**src/rtl/c2_window_read.sv**
```systemverilog
`timescale 1ns/1ps
// ---------------------------------------------------------------------------
// c2_window_read
//
// Read-side address generator for the pooling-1 output memory. The memory
// holds a MAP_W x MAP_W feature map stored row-major. The block sweeps every
// K x K convolution window in raster order (OUT_W x OUT_W windows). For each
// tap it presents the feature-map read address and the matching weight index.
// Valid and framing strobes are delayed by RD_LAT cycles, so they line up with
// the memory read data for the conv-2 multiply-accumulate stage.
//
// All state updates happen on the falling edge of clk.
//
// Ports
//   clk        clock, falling edge active
//   reset      synchronous, active-low reset
//   enable     level; high lets the sweep issue taps, low pauses it
//   stall      downstream back-pressure; high blocks the issue in this cycle
//   addr       feature-map read address of the tap about to issue
//   waddr      weight index kr*K+kc of the tap about to issue
//   tap_valid  read data for an earlier issued addr is valid in this cycle
//   win_first  with tap_valid: tap (0,0) of a window
//   win_last   with tap_valid: tap (K-1,K-1) of a window
//   out_row    window row, aligned with tap_valid
//   out_col    window column, aligned with tap_valid
//   done       sweep complete; sticky until reset
// ---------------------------------------------------------------------------
module c2_window_read #(
  parameter int MAP_W  = 12,
  parameter int K      = 5,
  parameter int OUT_W  = 8,
  parameter int RD_LAT = 1,
  parameter int ADDR_W = 8
) (
  input  logic              clk,
  input  logic              reset,
  input  logic              enable,
  input  logic              stall,
  output logic [ADDR_W-1:0] addr,
  output logic [4:0]        waddr,
  output logic              tap_valid,
  output logic              win_first,
  output logic              win_last,
  output logic [2:0]        out_row,
  output logic [2:0]        out_col,
  output logic              done
);

  localparam logic [2:0]        KMAX      = 3'(K - 1);
  localparam logic [2:0]        OMAX      = 3'(OUT_W - 1);
  localparam logic [ADDR_W-1:0] ROW_STEP  = ADDR_W'(MAP_W);
  // From the last window of a row, base must reach the first window of the
  // next row: (OUT_W-1) + K == MAP_W, so adding K finishes the jump.
  localparam logic [ADDR_W-1:0] ROW_JUMP  = ADDR_W'(K);
  localparam logic [1:0]        DRAIN_END = 2'(RD_LAT - 1);

  typedef enum logic [1:0] {
    IDLE  = 2'd0,
    RUN   = 2'd1,
    DRAIN = 2'd2,
    DONE  = 2'd3
  } state_t;

  state_t state;
  state_t state_nx;
  logic [1:0] drain_cnt;

  // Window / kernel counters. base and row_off are maintained incrementally
  // so the address needs only adders.
  logic [2:0]        kc;
  logic [2:0]        kr;
  logic [2:0]        ocol;
  logic [2:0]        orow;
  logic [ADDR_W-1:0] base;
  logic [ADDR_W-1:0] row_off;
  logic [4:0]        widx;

  logic issue;
  logic last_tap;
  logic tap_first;
  logic tap_last;

  // Delay line matching the memory read latency
  logic       vld_p   [RD_LAT];
  logic       first_p [RD_LAT];
  logic       last_p  [RD_LAT];
  logic [2:0] row_p   [RD_LAT];
  logic [2:0] col_p   [RD_LAT];

  assign issue     = (state == RUN) & enable & ~stall;
  assign tap_first = (kc == 3'd0) & (kr == 3'd0);
  assign tap_last  = (kc == KMAX) & (kr == KMAX);
  assign last_tap  = tap_last & (ocol == OMAX) & (orow == OMAX);

  // ---- FSM --------------------------------------------------------------
  always_ff @(negedge clk) begin
    if (!reset) begin
      state <= IDLE;
    end else begin
      state <= state_nx;
    end
  end

  always_comb begin
    state_nx = state;
    case (state)
      IDLE:    if (enable) state_nx = RUN;
      RUN:     if (issue && last_tap) state_nx = DRAIN;
      DRAIN:   if (drain_cnt == DRAIN_END) state_nx = DONE;
      DONE:    state_nx = DONE;
      default: state_nx = IDLE;
    endcase
  end

  // Counts the cycles spent in DRAIN so DONE follows the last tap_valid.
  always_ff @(negedge clk) begin
    if (!reset || state != DRAIN) begin
      drain_cnt <= 2'd0;
    end else begin
      drain_cnt <= drain_cnt + 2'd1;
    end
  end

  // ---- issue stage: counter advance -------------------------------------
  // The final tap leaves every counter untouched, so addr/waddr keep showing
  // it while the FSM drains.
  always_ff @(negedge clk) begin
    if (!reset) begin
      kc      <= 3'd0;
      kr      <= 3'd0;
      ocol    <= 3'd0;
      orow    <= 3'd0;
      base    <= '0;
      row_off <= '0;
      widx    <= 5'd0;
    end else if (issue && !last_tap) begin
      if (kc != KMAX) begin
        kc   <= kc + 3'd1;
        widx <= widx + 5'd1;
      end else begin
        kc <= 3'd0;
        if (kr != KMAX) begin
          kr      <= kr + 3'd1;
          row_off <= row_off + ROW_STEP;
          widx    <= widx + 5'd1;
        end else begin
          kr      <= 3'd0;
          row_off <= '0;
          widx    <= 5'd0;
          if (ocol != OMAX) begin
            ocol <= ocol + 3'd1;
            base <= base + {{(ADDR_W-1){1'b0}}, 1'b1};
          end else begin
            ocol <= 3'd0;
            orow <= orow + 3'd1;
            base <= base + ROW_JUMP;
          end
        end
      end
    end
  end

  assign addr  = base + row_off + ADDR_W'(kc);
  assign waddr = widx;

  // ---- delay stages p0 .. p(RD_LAT-1) -----------------------------------
  // The line shifts every cycle, independent of stall, so taps already sent
  // to the memory always emerge.
  always_ff @(negedge clk) begin
    if (!reset) begin
      for (int i = 0; i < RD_LAT; i++) begin
        vld_p[i]   <= 1'b0;
        first_p[i] <= 1'b0;
        last_p[i]  <= 1'b0;
        row_p[i]   <= 3'd0;
        col_p[i]   <= 3'd0;
      end
    end else begin
      vld_p[0]   <= issue;
      first_p[0] <= issue & tap_first;
      last_p[0]  <= issue & tap_last;
      row_p[0]   <= orow;
      col_p[0]   <= ocol;
      for (int i = 1; i < RD_LAT; i++) begin
        vld_p[i]   <= vld_p[i-1];
        first_p[i] <= first_p[i-1];
        last_p[i]  <= last_p[i-1];
        row_p[i]   <= row_p[i-1];
        col_p[i]   <= col_p[i-1];
      end
    end
  end

  // ---- output stage -----------------------------------------------------
  assign tap_valid = vld_p[RD_LAT-1];
  assign win_first = first_p[RD_LAT-1];
  assign win_last  = last_p[RD_LAT-1];
  assign out_row   = row_p[RD_LAT-1];
  assign out_col   = col_p[RD_LAT-1];
  assign done      = (state == DONE);

endmodule

```
**config.mk**
```make
export PLATFORM = sky130hd
export DESIGN_NAME = c2_window_read
export DESIGN_NICKNAME = d
export VERILOG_FILES = /design/src/rtl/c2_window_read.sv
export SDC_FILE = /design/constraint.sdc
export NUM_CORES = 1
export LEC_CHECK = 0
export CAP_MARGIN = 20
export CORE_AREA = 2 2 59 75
export DETAILED_ROUTE_END_ITERATION = 12
export DIE_AREA = 0 0 61 77
export PLACE_DENSITY = 0.79
export SYNTH_ARGS = -nofsm -noshare
export SYNTH_HDL_FRONTEND = slang
export SYNTH_SLANG_ARGS = --single-unit
```
**constraint.sdc**
```tcl
create_clock -name clk -period 4.7 [get_ports clk]
set_input_delay 0.94 -clock clk [delete_from_list [all_inputs] [get_ports clk]]
set_output_delay 0.94 -clock clk [all_outputs]
set_load 0.01 [all_outputs]
```
# --- Word level (Yosys, flattened, before mapping) ---
# Memory sizes are Yosys's and may differ from the RTL's.
# Cells that the tools add are included.
classes:
  reduce_logical: 18
  n_bitwise: 12
  mux: 23
  eq_ne: 14
  addsub: 11
op_table:
  columns: ["op", "count"]
  rows:
  - ["$mux 8", 2]
  - ["$mux 3", 5]
  - ["$add 3x1->3 const B", 4]
  - ["$eq 3x3->1 const B", 4]
  - ["$mux 1", 10]
  - ["$mux 5", 2]
  - ["$ne 3x3->1 const B", 3]
  - ["$add 8x1->8 const B", 1]
  - ["$add 8x3->8", 1]
  - ["$add 8x3->8 const B", 1]
  - ["$add 8x4->8 const B", 1]
  - ["$add 8x8->8", 1]
  - ["$and 1x1->1", 8]
  - ["$pmux 2 s4", 1]
  - ["$logic_not 3->1", 2]
  - ["$mux 2", 3]
  - ["$ne 2x2->1 const B", 3]
  - ["$reduce_and 3->1", 2]
  - ["$reduce_or 3->1", 2]
  - ["$add 5x1->5 const B", 1]
  - ["$eq 2x2->1 const B", 2]
  - ["$logic_not 2->1", 2]
  - ["$not 1->1", 4]
  - ["$reduce_and 4->1", 1]
  - ["other kinds (8)", 12]
word_totals:
  register_bits: 37
  output_inout_bits: 23
  ramBits: 9
  n_memories: 5
  input_bits: 4
memory_table:
  columns: ["memory", "words", "word_bits", "rd", "rd_clocked_by_memory_dff", "wr", "line_no", "rtl"]
  rows:
  - ["col_p", 1, 3, 1, 0, 1, "88", "logic [2:0] col_p [RD_LAT];"]
  - ["row_p", 1, 3, 1, 0, 1, "87", "logic [2:0] row_p [RD_LAT];"]
  - ["first_p", 1, 1, 1, 0, 1, "85", "logic first_p [RD_LAT];"]
  - ["last_p", 1, 1, 1, 0, 1, "86", "logic last_p [RD_LAT];"]
  - ["vld_p", 1, 1, 1, 0, 1, "84", "logic vld_p [RD_LAT];"]

# --- Longest topological paths before layout ---
logic_depth:
  word_depth: 7
  mapped_depth: 7

==> out/metrics.cfg <==
[outcome]
status = complete, but fails checks
violations = negative setup slack

[synthesis]
async_reset_ff_frac = 0
yosysSeqAreaShare = 0.381
yosys.cell_types.count = 47
synth.top_cell.area_share = 0.381
yosys.area.top_type = dfxtp_1
synth.avg_cell_area_sq_um = 9.83
synth-seq-cells = 44
yosys_warnings = 0
synth.most_common_cell = dfxtp_1
yosys_most_used_dff = dfxtp_1
syn_inst = 235
synth_nets = 266
synth_commonest_cells = dfxtp_1, ha_1, inv_1
synth_edf_count = 0
ys_top_cells_by_area = dfxtp_1, ha_1, mux2i_1
syn_area_sq_mm = 0.00231

[clocking]
numClockSinks = 44
cts-htree-levels = 2
clock_path_buffers = 2
tritoncts = yes
cts-buffers-inserted = 5
clkLatencyLatePin_ns = 0.38
clkSlewWorstSetupHoldPaths_ns = 0.04
ctsHoldBuffers = 0
root_buffer = clkbuf_8

[grt]
grt_pass1_vias = 2168
grt_pass1_wl_um = 8940
grt_max_degree = 23
gr-total-overflow = 0
grtUsageTotal = 0.251
antenna_found_initial = 0

[critical_path]
worst_setup_path_end_kind = output port
r2r_start = kc[0]
worstPathRequired_ns = 3.76
critPathLaunchType = register
slowest_stage = fa_1
worstSetupPathType = reg2out
critPathMaxFanout = 2
critPathArrivalTime_ns = 4.68
max_stage_delay_ns = 0.51
cp_cell_sequence = fa_1 > fa_2 > buf_4 > a21o_1 > a21oi_2 > xnor2_2 > buf_2
r2r_slack_ns = 2.06
rr_endpoint = kr[1]
worstRegToRegCells = 8

[route]
viasPerCell = 5.26
drt_first_pass_iters = 4
drt-total-wl_um = 5640
drt_iter0_markers = 97
ant_nets = 0
drc_errors = 0
routed-via-count = 2136
post_drt_wl_per_cell_um = 13.9

[die]
dieWidth_um = 61
initial_core_util = 0.577
dieArea_sq_mm = 0.00470
die_h_um = 77
pin_count = 27
coreArea_sq_mm = 0.00400
rows = 26

[final_layout]
areaGrowthSynthToFinish_pct = 40.8
final_core_util = 0.813
n_antenna_cell = 0
n_fill_cell = 248
nNetsFinal = 380
layout-drive-gt1-share = 0.234

[placement]
routabilityCongestion = 0.859
place.port_buffers = 26
place_hpwl_um = 3690

[power_and_ir_drop]
power.density_mw_per_mm2 = 249
vdd_drop_max_mv = 0.250
p_leak_nw = 1.69

[timing]
final-hold-violation-count = 0
rsz0062_at_grt = yes
setup_ws_ns = -0.917
max_slew.worst_pin.slew_ns = 0.624
max_slew_margin = 0.582
worst_clock_skew_ns = 0.0259
fin_tns_setup_ns = -4.62
final_max_slew_viol_count = 0
fin_hold_ws_ns = 0.434
finalSetupViolCount = 6

[job]
maxCapViolations = 0

[min_path]
hold_class = reg2reg
holdPathStages = 1
hold_end = drain_cnt[0]
holdCritStartpoint = drain_cnt[0]

[sequential cells by signal, summed over array words and instances (netlist names)]
name and cells:
first_p 1, last_p 1, base 8, col_p 3, drain_cnt 2, waddr 5, row_off 6, orow 3
kr 3, state 2, vld_p 1, ocol 3, kc 3, row_p 3
[cell families (layout without fill, tap and decap cells)]
logic type	count (synthesis)	in the layout	synth area share
buf+inv	21	136	0.0368
compound gates	42	42	0.125
mux	11	11	0.0482
fa+ha+maj	27	27	0.153
simple gates	73	73	0.191
flops	44	44	0.381
xor+xnor	17	17	0.0645
[what timing repair did]
item | CTS | global route
endpoints found under the setup margin | 13 | 25
pin swaps | 11 | 9
gates cloned | 0 | 0
buffers inserted | 6 | 2
resized for setup | 35 | 9
[power by group]
| part | internal, mW | switching (mW) | total (mW) |
|---|---|---|---|
| Combinational | 0.0148 | 0.0138 | 0.0286 |
| Sequential | 0.377 | 0.00164 | 0.378 |
| Clock | 0.154 | 0.249 | 0.403 |
| Total | 0.546 | 0.264 | 0.810 |
[worst max-delay path, delay by kind of cell, from the launching register on]
| family | cells | cell delay (ns) |
|---|---|---|
| xor+xnor | 1 | 0.12 |
| fa+ha+maj | 2 | 0.88 |
| flops | 1 | 0.32 |
| buf+inv | 2 | 0.29 |
| compound gates | 2 | 0.34 |
[metal layers]
metal  GRT usage  vias up  part of all wire  wire [um]
met3      0.0978        8             0.035        195
met2       0.446       42              0.57       3200
met4       0.126        0            0.0096         54
met5           0        -                 0          0
li1            -     1057                 -          -
met1       0.238     1029              0.39       2190
[per-stage QoR]
stage          area [sq um]  std cells  power (mW)  setup slack, ns
2_1_floorplan          2330        235       0.457           -0.362
3_3_place_gp           2910        347       0.470           -0.897
3_5_place_dp           2910        347       0.471           -0.986
4_1_cts                3200        404       0.816           -0.995
5_1_grt                3250        406       0.866           -0.991
6_report               3250        406       0.810           -0.917
[layout make-up]
| type | instances | area (sq um) | share of cell area |
|---|---|---|---|
| clock buffers | 5 | 68.8 | 0.0212 |
| well taps | 56 | 70.1 | 0.0215 |
| clock inverters | 47 | 188 | 0.0577 |
| multi-input cells | 170 | 1400 | 0.430 |
| flip-flops and latches | 44 | 890 | 0.274 |
| inverters | 12 | 45.0 | 0.0139 |
| repair buffers | 72 | 593 | 0.182 |
[placed cells by master (no fill, tap or decap), types with 6 or more instances in the layout]
cell,netlist,routed
o21ai_0,7,7
ha_1,25,23
nor2b_1,9,9
xor2_1,9,9
o211ai_1,6,6
and2_1,12,12
mux2i_1,10,10
xnor2_1,8,7
nor2_1,10,10
clkdlybuf4s50_1,0,15
buf_4,1,45
a21oi_1,9,6
dfxtp_1,44,39
nand2_1,12,12
inv_1,13,56
[how the worst max path moves through the flow]
| stage | startpoint | end | slack, ns | cells past startpoint |
|---|---|---|---|---|
| floorplan | base[2] | addr[7] | -0.36 | 6 |
| global placement | base[2] | addr[7] | -0.90 | 7 |
| detailed placement | base[2] | addr[7] | -0.99 | 7 |
| CTS | row_off[2] | addr[7] | -0.99 | 7 |
| global route | base[2] | addr[5] | -0.99 | 7 |
| finish | base[2] | addr[5] | -0.92 | 7 |
No activity file was read; power rests on OpenSTA's default activity.
